--- src/rtl/calc_pkg.sv ---
// rtl/calc_pkg.sv - shared constants and state encodings for the calculator converters
package calc_pkg;

  localparam int BCD_W = 4;

  typedef enum logic [1:0] {
    B2D_IDLE  = 2'b00,
    B2D_ADD3  = 2'b01,
    B2D_SHIFT = 2'b10,
    B2D_DONE  = 2'b11
  } b2d_state_t;

endpackage

--- src/rtl/bin2bcd_seq_if.sv ---
// rtl/bin2bcd_seq_if.sv - init/done start-finish handshake bundle for the binary-to-BCD converter
interface bin2bcd_seq_if #(
  parameter int WIDTH  = 16,
  parameter int DIGITS = 5
);

  logic                  init;
  logic [WIDTH-1:0]      bin_in;
  logic [4*DIGITS-1:0]   bcd_out;
  logic                  busy;
  logic                  done;

  modport master (output init, bin_in, input bcd_out, busy, done);
  modport slave  (input init, bin_in, output bcd_out, busy, done);

endinterface

--- src/rtl/bcd_add3.sv ---
// rtl/bcd_add3.sv - single-digit double-dabble corrector
module bcd_add3
  import calc_pkg::*;
(
  input  logic [BCD_W-1:0] i_digit,
  output logic [BCD_W-1:0] o_digit
);

  assign o_digit = (i_digit >= BCD_W'(5)) ? i_digit + BCD_W'(3) : i_digit;

endmodule

--- src/rtl/bin2bcd_seq.sv ---
// rtl/bin2bcd_seq.sv - sequential shift-and-add-3 binary-to-BCD converter, one bit per two clocks
module bin2bcd_seq
  import calc_pkg::*;
#(
  parameter int WIDTH     = 16,
  parameter int DIGITS    = 5,
  parameter int DONE_HOLD = 31
) (
  input  logic         clk,
  input  logic         rst,
  bin2bcd_seq_if.slave bus
);

  localparam int BCD_BITS = BCD_W * DIGITS;
  localparam int CNT_W    = $clog2(WIDTH);
  localparam int HOLD_W   = $clog2(DONE_HOLD + 1);

  b2d_state_t          r_state;
  b2d_state_t          w_next_state;
  logic [WIDTH-1:0]    r_bin_sr;
  logic [BCD_BITS-1:0] r_bcd_sr;
  logic [BCD_BITS-1:0] r_bcd_out;
  logic [BCD_BITS-1:0] w_bcd_adj;
  logic [BCD_BITS-1:0] w_bcd_shift;
  logic [CNT_W-1:0]    r_cnt;
  logic [HOLD_W-1:0]   r_hold;
  logic                w_last_bit;
  logic                w_hold_end;
  logic                w_busy;
  logic                w_done;

  for (genvar k = 0; k < DIGITS; k++) begin : g_add3
    bcd_add3 u_add3 (
      .i_digit (r_bcd_sr[BCD_W*k +: BCD_W]),
      .o_digit (w_bcd_adj[BCD_W*k +: BCD_W])
    );
  end

  // The top bcd bit falls off here; the DIGITS sizing guarantees it is always zero.
  assign w_bcd_shift = {r_bcd_sr[BCD_BITS-2:0], r_bin_sr[WIDTH-1]};
  assign w_last_bit  = (r_cnt == CNT_W'(WIDTH - 1));
  assign w_hold_end  = (r_hold == HOLD_W'(DONE_HOLD - 1));

  always_ff @(posedge clk or negedge rst) begin
    if (!rst) begin
      r_state <= B2D_IDLE;
    end else begin
      r_state <= w_next_state;
    end
  end

  always_comb begin
    w_next_state = B2D_IDLE;
    case (r_state)
      B2D_IDLE:  w_next_state = bus.init ? B2D_ADD3 : B2D_IDLE;
      B2D_ADD3:  w_next_state = B2D_SHIFT;
      B2D_SHIFT: w_next_state = w_last_bit ? B2D_DONE : B2D_ADD3;
      B2D_DONE:  w_next_state = w_hold_end ? B2D_IDLE : B2D_DONE;
      default:   w_next_state = B2D_IDLE;
    endcase
  end

  always_comb begin
    w_busy = 1'b0;
    w_done = 1'b0;
    case (r_state)
      B2D_ADD3, B2D_SHIFT: w_busy = 1'b1;
      B2D_DONE:            w_done = 1'b1;
      default:             ;
    endcase
  end

  always_ff @(posedge clk or negedge rst) begin
    if (!rst) begin
      r_bin_sr  <= '0;
      r_bcd_sr  <= '0;
      r_bcd_out <= '0;
      r_cnt     <= '0;
      r_hold    <= '0;
    end else begin
      case (r_state)
        B2D_IDLE: begin
          if (bus.init) begin
            r_bin_sr <= bus.bin_in;
            r_bcd_sr <= '0;
            r_cnt    <= '0;
          end
        end
        B2D_ADD3: r_bcd_sr <= w_bcd_adj;
        B2D_SHIFT: begin
          r_bcd_sr <= w_bcd_shift;
          r_bin_sr <= {r_bin_sr[WIDTH-2:0], 1'b0};
          r_cnt    <= r_cnt + CNT_W'(1);
          if (w_last_bit) begin
            r_bcd_out <= w_bcd_shift;
          end
        end
        B2D_DONE: r_hold <= w_hold_end ? '0 : r_hold + HOLD_W'(1);
        default: ;
      endcase
    end
  end

  assign bus.bcd_out = r_bcd_out;
  assign bus.busy    = w_busy;
  assign bus.done    = w_done;

endmodule

--- src/flat_wrapper.sv ---
// flat-port wrapper written by rule: the top's interface ports become plain ports
module bin2bcd_seq_flat import calc_pkg::*;
#(
  parameter int WIDTH     = 16,
  parameter int DIGITS    = 5,
  parameter int DONE_HOLD = 31
)
  (clk, rst, bus_init, bus_bin_in, bus_bcd_out, bus_busy, bus_done);
  bin2bcd_seq_if #(.WIDTH(WIDTH), .DIGITS(DIGITS)) bus_i ();
  input  logic clk;
  input  logic rst;
  input wire logic [$bits(bus_i.init)-1:0] bus_init;
  input wire logic [$bits(bus_i.bin_in)-1:0] bus_bin_in;
  output wire logic [$bits(bus_i.bcd_out)-1:0] bus_bcd_out;
  output wire logic [$bits(bus_i.busy)-1:0] bus_busy;
  output wire logic [$bits(bus_i.done)-1:0] bus_done;
  assign bus_i.init = bus_init;
  assign bus_i.bin_in = bus_bin_in;
  assign bus_bcd_out = bus_i.bcd_out;
  assign bus_busy = bus_i.busy;
  assign bus_done = bus_i.done;
  bin2bcd_seq #(.WIDTH(WIDTH), .DIGITS(DIGITS), .DONE_HOLD(DONE_HOLD)) u_core (.clk(clk), .rst(rst), .bus(bus_i));
endmodule
--- config.mk ---
export PLATFORM = sky130hd
export DESIGN_NAME = bin2bcd_seq_flat
export DESIGN_NICKNAME = d
export VERILOG_FILES = /design/src/rtl/calc_pkg.sv /design/src/rtl/bin2bcd_seq_if.sv /design/src/rtl/bcd_add3.sv /design/src/rtl/bin2bcd_seq.sv /design/src/flat_wrapper.sv
export SDC_FILE = /design/constraint.sdc
export NUM_CORES = 1
export LEC_CHECK = 0
export CAP_MARGIN = 10
export CORE_MARGIN = 2
export CORE_UTILIZATION = 40
export CTS_CLUSTER_DIAMETER = 150
export CTS_CLUSTER_SIZE = 24
export DETAILED_ROUTE_END_ITERATION = 16
export PLACE_DENSITY = 0.61
export SETUP_SLACK_MARGIN = 0.15
export SLEW_MARGIN = 20
export SYNTH_ARGS = -nofsm -noshare
export SYNTH_HDL_FRONTEND = slang
export SYNTH_SLANG_ARGS = --single-unit
--- constraint.sdc ---
create_clock -name clk -period 4.61 [get_ports clk]
set_clock_uncertainty 0.05 [all_clocks]
set_input_delay 0.922 -clock clk [delete_from_list [all_inputs] [get_ports clk]]
set_output_delay 0.922 -clock clk [all_outputs]
set_load 0.05 [all_outputs]
==> metrics, run 1 <==
Antenna Violating Nets Remaining=0; layout filler cell count=848; Pins Over Slew Limit=0; CP cell instances=inv_1, ha_1, clkdlybuf4s50_1; setup TNS=0 ns; full die area=9562 um^2; CP Class=flop to output port; most frequent cells in the layout=dfrtp_1 (67), nand2_1 (55), o21ai_1 (43); cell-internal power=0.8674 mW; Slew @ Worst Pin=0.9766 ns; fin crit share=0.7518; NetSw=0.2439 mW; Ports=41; hold buffers post-CTS=0; synthesized instance count=357; RSZ-0062 raised after global routing=no; Routed WL per cell=14.26 um; Critical Path RT=3.64 ns; status=completed; most common cell after layout, fill and taps aside=dfrtp_1; Synth Cell Area=~3500 um^2; Row Count=34; Worst slew margin=0.3490; # DRC=0; Synth-to-Final Area Change=19.27%; Post-Synthesis Net Count=395; CP bufs+invs=2; Final GP Congestion=0.7823; Via density=5.329; Top delay family on crit path=buffers and inverters; number of clock sinks=67; Detailed Place HPWL=4836 um; Comb pwr share=0.028; setup violators final=0; hold slack=0.4341 ns; drt pass-1 iters=4; Reg2Reg Setup Slack=2.19 ns; Async S/R FF share, synth=1.000; count of flip-flops with a built-in enable after synthesis=0; synthesis-stage register bit count=67; initial antenna violation count=0; H-Tree Depth=3; Syn Area/Cell=9.855 um^2; GRT Overall Usage=0.1609; fin crit period=around 3.5 ns; worst-path fanout max=16; Power Dens Cells=264.8 nW/um^2; CP Launch Type=flop; routed wire length=7243 um; clock latency on the worst-skew pair=0.34 ns; Leak Pwr=1.744 nW; vias in the first global route=2683; switching share of power=0.2195; PortBufs=40; layout cells sized above 1=0.07500; clock network fraction of total power=0.443; Max VDD drop=0.0001435 V; TritonCTS clock tree=yes; Worst path slowest cell=clkdlybuf4s50_1; CTS buffer count=9; Reg power frac=0.529; hold crit path type=flop to flop; die width=97.79 um; Hold Fails Final Rpt=0; Clock Tree Root=clkbuf_8; Die Ht=97.79 um; Worst-path clk slew=0.07 ns; crit path capture type=output port; crit-path max cell delay=0.94 ns; Unique masters post-synth=between 40 and 50; Max Cap Viol=0; # diodes=0; DR vias=2707; Synth warnings=0; Initial Utilization=0.4074; total gr overflow=0; worst-case clock buffer depth=2; post-CTS setup buffers=0; # nets final=433; Resized cells post-CTS=0; FMAX=0.2885 GHz; sequential share of the synthesized area=0.4765; placeable core area=8636 um^2; first-pass GRT wire length=12590 um; dominant synthesized flop cell=dfrtp_1; initial DRC count=175; arrival time worst endpoint=between 2 and 2.5 ns; largest net degree at the start of global routing=38
-- per-layer routing --
metal / wire length [um] / global-route usage
met5: 0 / 0
met4: 108 / 0.05342
met3: 313 / 0.03937
met2: 3478 / 0.2674
met1: 3342 / 0.2077
-- power groups by stage --
stage / logic [mW] / registers, mW / clock network [mW]
floorplan: 0.00400 / 0.599 / 0
global placement: 0.0324 / 0.599 / 0
detailed placement: 0.0326 / 0.599 / 0
CTS: 0.0327 / 0.587 / 0.509
global route: 0.0351 / 0.587 / 0.531
finish: 0.0311 / 0.587 / 0.493
-- flip-flops by register name (all words and copies together), names as in the netlist --
| name | flops |
|---|---|
| u_core.bus.bcd_out | 20 |
| u_core.r_state | 2 |
| u_core.r_hold | 5 |
| u_core.r_bcd_sr | 20 |
| u_core.r_bin_sr | 16 |
| u_core.r_cnt | 4 |
-- logic make-up after synthesis --
kind of cell	count (synthesis)	share of synthesized area
adder cells (fa/ha/maj)	19	0.06757
multiplexers	24	0.07006
buffers and inverters	46	0.05619
flip-flops	67	0.4765
AND/OR/NAND/NOR	85	0.1095
AO/OA/AOI/OAI	116	0.2201
-- cell type report --
class | instances | area, um^2 | area share
Timing Repair Buffer | 45 | 432.9 | 0.1032
Sequential cell | 67 | 1677 | 0.3995
Tap cell | 108 | 135.1 | 0.03220
Inverter | 28 | 105.1 | 0.02504
Clock inverter | 4 | 50.05 | 0.01193
Clock buffer | 12 | 145.1 | 0.03459
Multi-Input combinational cell | 244 | 1652 | 0.3936
-- synthesized netlist by cell type, drive strengths merged (6+ instances only) --
cell | count | area, um^2
nand2b | 6 | 52.55
o21ai | 59 | 299.0
mux2i | 19 | 190.2
inv | 28 | 105.1
a31oi | 9 | 101.4
ha | 19 | 237.7
nor2 | 7 | 26.28
a21oi | 7 | 38.79
dfrtp | 67 | 1677
buf | 13 | 73.82
o31ai | 9 | 67.56
a22oi | 6 | 45.04
o2bb2ai | 6 | 52.55
nand2 | 56 | 212.7
-- worst paths after layout --
path,from,to,depth (start not counted)
min in group asynchronous,rst,u_core.bus.bcd_out[14]$_DFFE_PN0P_,1
worst min register to register,u_core.bus.bcd_out[9]$_DFFE_PN0P_,u_core.bus.bcd_out[9]$_DFFE_PN0P_,2
worst max register to register,u_core.r_state[1]$_DFF_PN0_,u_core.r_bcd_sr[18]$_DFFE_PN0P_,6
worst min-delay path,u_core.bus.bcd_out[9]$_DFFE_PN0P_,u_core.bus.bcd_out[9]$_DFFE_PN0P_,2
worst max-delay path,u_core.r_state[1]$_DFF_PN0_,bus_busy,3
max in group asynchronous,rst,u_core.r_bin_sr[11]$_DFFE_PN0P_,2
-- metrics by stage --
step,util,instances,power (mW),worst slack (ns),area [um^2]
floorplan,-,357,0.6030,2.504,3518
global placement,0.4625,492,0.6313,1.553,3994
detailed placement,0.4625,492,0.6315,1.517,3994
CTS,0.4851,508,1.128,1.102,4189
global route,0.4859,508,1.153,0.9853,4197
finish,0.4859,508,1.111,1.144,4197
-- tightest hold or removal path: stages (launching register included) --
cell and delay [ns]:
dfrtp_1 0.35, nand2_1 0.05, o21ai_1 0.06
Note: power is estimated with default switching activity, not from simulation.
==> inputs of run 2 (changes only) <==
- PLACE_DENSITY: 0.61 -> 0.64
- clock period: 4.61 -> 2.9 ns (I/O delays scaled with it)
==> metrics, run 2 (same netlist as run 1, synthesis figures left out) <==
Resized cells post-CTS=0 (unchanged); number of clock sinks=67 (unchanged); Die Ht=97.79 um (unchanged); layout cells sized above 1=0.08229 (+0.007294); # DRC=0 (unchanged); hold slack=0.1838 ns (-0.2504 ns); status=completed; CP Class=flop to output port; met3 WL=393 um (+26%); worst-case clock buffer depth=2 (unchanged); Row Count=34 (unchanged); first-pass GRT wire length=12060 um (-4.2%); Power Dens Cells=441.7 nW/um^2 (+67%); Ports=41 (unchanged); CTS buffer count=9 (unchanged); initial DRC count=187 (+6.9%); met2 WL post-DR=3298 um (-5.2%); # diodes=0 (unchanged); Synth-to-Final Area Change=20.70%; Antenna Violating Nets Remaining=0 (unchanged); final worst setup slack=0.2769 ns (-0.8673 ns); CP Launch Type=flop; most common cell after layout, fill and taps aside=dfrtp_1; initial antenna violation count=0 (unchanged); hold crit path type=input pin to async pin; Max Cap Viol=0 (unchanged); CP Launch Point=u_core.r_state[0]$_DFF_PN0_; # nets final=434 (+0.23%); post-CTS setup buffers=0 (unchanged); Critical Path RT=2.27 ns (-1.37 ns); total power=1.876 mW (+69%); crit path capture type=output port; most frequent cells in the layout=dfrtp_1 (67), nand2_1 (55), o21ai_1 (43); fin crit share=0.9045; Worst-path clk slew=0.08 ns (about the same); Clock Tree Root=clkbuf_8; arrival time worst endpoint=1.99 ns (-0.50 ns); FMAX=0.3812 GHz; Initial Utilization=0.4074 (unchanged); CP endpoint=bus_done; final core occ=0.4917 (+0.005796); setup TNS=0 ns (unchanged); pre-CTS setup slack=0.5992 ns (-0.9177 ns); total gr overflow=0 (unchanged); placeable core area=8636 um^2 (unchanged); Crit Reg-Reg Startpoint=u_core.r_state[0]$_DFF_PN0_; PortBufs=40 (unchanged); clock latency on the worst-skew pair=0.35 ns (about the same); fin crit period=2.623 ns; routed wire length=7066 um (-2.4%); hold buffers post-CTS=0 (unchanged); full die area=9562 um^2 (unchanged); Final GP Congestion=0.8229 (+5.2%); Pins Over Slew Limit=0 (unchanged); Hold Fails Final Rpt=0 (unchanged); met1 WL=3300 um (-1.3%); worst-path fanout max=10 (-6); Reg2Reg Setup Slack=0.67 ns (-1.52 ns); largest net degree at the start of global routing=43 (+13%); R2R Path End=u_core.r_bcd_sr[3]$_DFFE_PN0P_; RSZ-0062 raised after global routing=no; Max VDD drop=0.0001908 V (+33%); Via density=5.371 (+0.80%); top sig layer=met4; Worst slew margin=0.5031 (+0.1541); Detailed Place HPWL=4902 um (+1.4%); vias in the first global route=2590 (-3.5%); H-Tree Depth=3 (unchanged); depth of the worst register-to-register path=5 (-1); GRT Overall Usage=0.1555 (-0.005354); die width=97.79 um (unchanged); Slew @ Worst Pin=0.7425 ns (-0.2340 ns); Leak Pwr=1.778 nW (+1.9%); drt pass-1 iters=4 (unchanged); TritonCTS clock tree=yes; DR vias=2734 (+1.0%); Routed WL per cell=13.88 um (-2.6%); setup violators final=0 (unchanged)
## run 2: cell count changes in the layout (fill, tap and decap cells not counted)
cell and change:
buf_12 +1, clkbuf_8 +1, bufinv_16 +1, clkdlybuf4s50_1 -1
clkinvlp_4 -1, buf_4 +1, clkbuf_1 -1
## run 2: cell type report
type                    count  area, um^2
fillers                   813        4389
repair buffers             46       450.4
flip-flops and latches     67        1677
clock buffers              12       155.1
multi-input cells         244        1652
well taps                 108       135.1
inverters                  28       105.1
clock inverters             4       72.57
## run 2: through the flow
stage	cell area, um^2	std cells
floorplan	3518	357
global placement	4011	493
detailed placement	4019	493
CTS	4247	509
global route	4247	509
finish	4247	509
## run 2: worst min path at each step
stage / endpoint / startpoint / slack, ns / cells after the start
global route: u_core.bus.bcd_out[13]$_DFFE_PN0P_ / rst / 0.23 / 1
floorplan: u_core.bus.bcd_out[0]$_DFFE_PN0P_ / rst / 0.23 / 0
global placement: u_core.r_bin_sr[13]$_DFFE_PN0P_ / u_core.r_bin_sr[13]$_DFFE_PN0P_ / 0.42 / 2
finish: u_core.bus.bcd_out[13]$_DFFE_PN0P_ / rst / 0.18 / 1
CTS: u_core.bus.bcd_out[13]$_DFFE_PN0P_ / rst / 0.19 / 1
detailed placement: u_core.r_bcd_sr[19]$_DFFE_PN0P_ / u_core.r_bcd_sr[19]$_DFFE_PN0P_ / 0.42 / 2
## run 2: power by group
part / switching [mW] / internal (mW) / total (mW)
Combinational: 0.0245 / 0.0269 / 0.0515
Sequential: 0 / 0.934 / 0.934
Clock: 0.360 / 0.530 / 0.890
Total: 0.385 / 1.49 / 1.88
## run 2: worst max-delay path, stage by stage (launching register included)
cell and delay, ns:
dfrtp_1 0.43, ha_1 0.35, clkdlybuf4s50_1 0.86
## run 2: layer usage
metal  GRT usage  up-vias
met2      0.2504       78
met5           0        -
met4     0.05769        0
li1            -     1350
met1      0.2041     1296
met3     0.03937       10
==> inputs of run 3 (changes only) <==
- SLEW_MARGIN: 20 -> unset
==> metrics, run 3 (same netlist as run 1, synthesis figures left out) <==
status=completed; Synth-to-Final Area Change=20.91%; Placed Instances=493 (unchanged); vias in the first global route=2661 (+2.7%); Multi-input gate area=1644 um^2 (-0.45%); total gr overflow=0 (unchanged); FMAX=0.3811 GHz (about the same); worst-case clock buffer depth=2 (unchanged); layout filler cell count=822 (+1.1%); setup TNS=0 ns (unchanged); Clock Tree Root=clkbuf_8; fin crit period=2.624 ns (+0.0009790 ns); Die Ht=97.79 um (unchanged); initial DRC count=172 (-8.0%); Max VDD drop=0.0002386 V (+25%); Critical Path RT=2.27 ns (about the same); PortBufs=40 (unchanged); # diodes=0 (unchanged); fin crit share=0.9048 (about the same); depth of the worst register-to-register path=5 (unchanged); Row Count=34 (unchanged); flip-flop and latch area=1677 um^2 (unchanged); Max Cap Viol=0 (unchanged); Final GP Congestion=0.8229 (unchanged); H-Tree Depth=3 (unchanged); DR vias=2723 (-0.40%); Detailed Place HPWL=4962 um (+1.2%); number of clock sinks=67 (unchanged); Layout Cells excl Fill=510 (+0.20%); arrival time worst endpoint=1.99 ns (about the same); first-pass GRT wire length=12380 um (+2.6%); Routed WL per cell=14.05 um (+1.2%); CTS buffer count=9 (unchanged); GRT Overall Usage=0.1587 (+0.003141); CP Class=flop to output port; Resized cells post-CTS=0 (unchanged); Pins Over Slew Limit=0 (unchanged); CP cell instances=ha_1, clkdlybuf4s50_1; initial antenna violation count=0 (unchanged); drt pass-1 iters=4 (unchanged); setup violators final=0 (unchanged); TritonCTS clock tree=yes; hold crit path type=input pin to async pin; # nets final=435 (+0.23%); hold buffers post-CTS=0 (unchanged); placeable core area=8636 um^2 (unchanged); Leak Pwr=1.784 nW (+0.32%); Worst path slowest cell=clkdlybuf4s50_1; total power=1.882 mW (+0.32%); most common cell after layout, fill and taps aside=dfrtp_1; CP Launch Type=flop; most frequent cells in the layout=dfrtp_1 (67), nand2_1 (55), o21ai_1 (43); CP Launch Point=u_core.r_state[1]$_DFF_PN0_; Hold Fails Final Rpt=0 (unchanged); Ports=41 (unchanged); Crit Reg-Reg Startpoint=u_core.r_state[1]$_DFF_PN0_; Power Dens Cells=442.3 nW/um^2 (+0.14%); full die area=9562 um^2 (unchanged); Antenna Violating Nets Remaining=0 (unchanged); die width=97.79 um (unchanged); # DRC=0 (unchanged); Via density=5.339 (-0.60%); Slew @ Worst Pin=0.6077 ns (-0.1349 ns); R2R Path End=u_core.r_bcd_sr[3]$_DFFE_PN0P_; Reg2Reg Setup Slack=0.70 ns (+0.03 ns); worst-path fanout max=10 (unchanged); Initial Utilization=0.4074 (unchanged); largest net degree at the start of global routing=43 (unchanged); crit-path max cell delay=0.86 ns (about the same); Worst-path clk slew=0.07 ns (about the same); Worst slew margin=0.5949 (+0.09178); layout cells sized above 1=0.08458 (+0.002283); RSZ-0062 raised after global routing=no; final core occ=0.4926 (+0.0008690); crit path capture type=output port; clock latency on the worst-skew pair=0.35 ns (about the same); post-CTS setup buffers=0 (unchanged); routed wire length=7166 um (+1.4%)
## run 3: worst max-delay path by stage
stage,to
2_1_floorplan,u_core.r_bcd_sr[19]$_DFFE_PN0P_
3_3_place_gp,u_core.r_bcd_sr[4]$_DFFE_PN0P_
3_5_place_dp,u_core.r_bin_sr[3]$_DFFE_PN0P_
4_1_cts,bus_done
5_1_grt,bus_done
6_report,bus_done
## run 3: critical path, delay by kind of cell, from the launching register on
family	cells	cell delay, ns
flip-flops	1	0.43
buffers and inverters	1	0.86
adder cells (fa/ha/maj)	1	0.36
## run 3: area by class of cell
cell class                      instances  area share
Inverter                               28     0.02471
Timing Repair Buffer                   47      0.1094
Sequential cell                        67      0.3941
Clock buffer                           12     0.03647
Clock inverter                          4     0.01706
Multi-Input combinational cell        244      0.3865
Tap cell                              108     0.03176
## run 3: stage by stage
stage | hold slack [ns] | area, um^2 | setup WS (ns)
after floorplan | 0.2344 | 3518 | 0.8661
after global placement | 0.4162 | 4011 | 0.6568
after detailed placement | 0.4223 | 4011 | 0.5998
after CTS | 0.2034 | 4239 | 0.2566
after global routing | 0.2323 | 4254 | 0.1692
final | 0.1847 | 4254 | 0.2760
## run 3: metal layers
metal,track usage,part of all wire
met4,0.06197,0.0098
met5,0,0
met1,0.2025,0.45
met3,0.04080,0.062
met2,0.2599,0.48
## run 3: power by group
part           total, mW  internal [mW]  leakage (nW)  switching, mW
clock network      0.896          0.530         0.113          0.366
logic             0.0518         0.0270         0.817         0.0248
registers          0.934          0.934         0.854              0
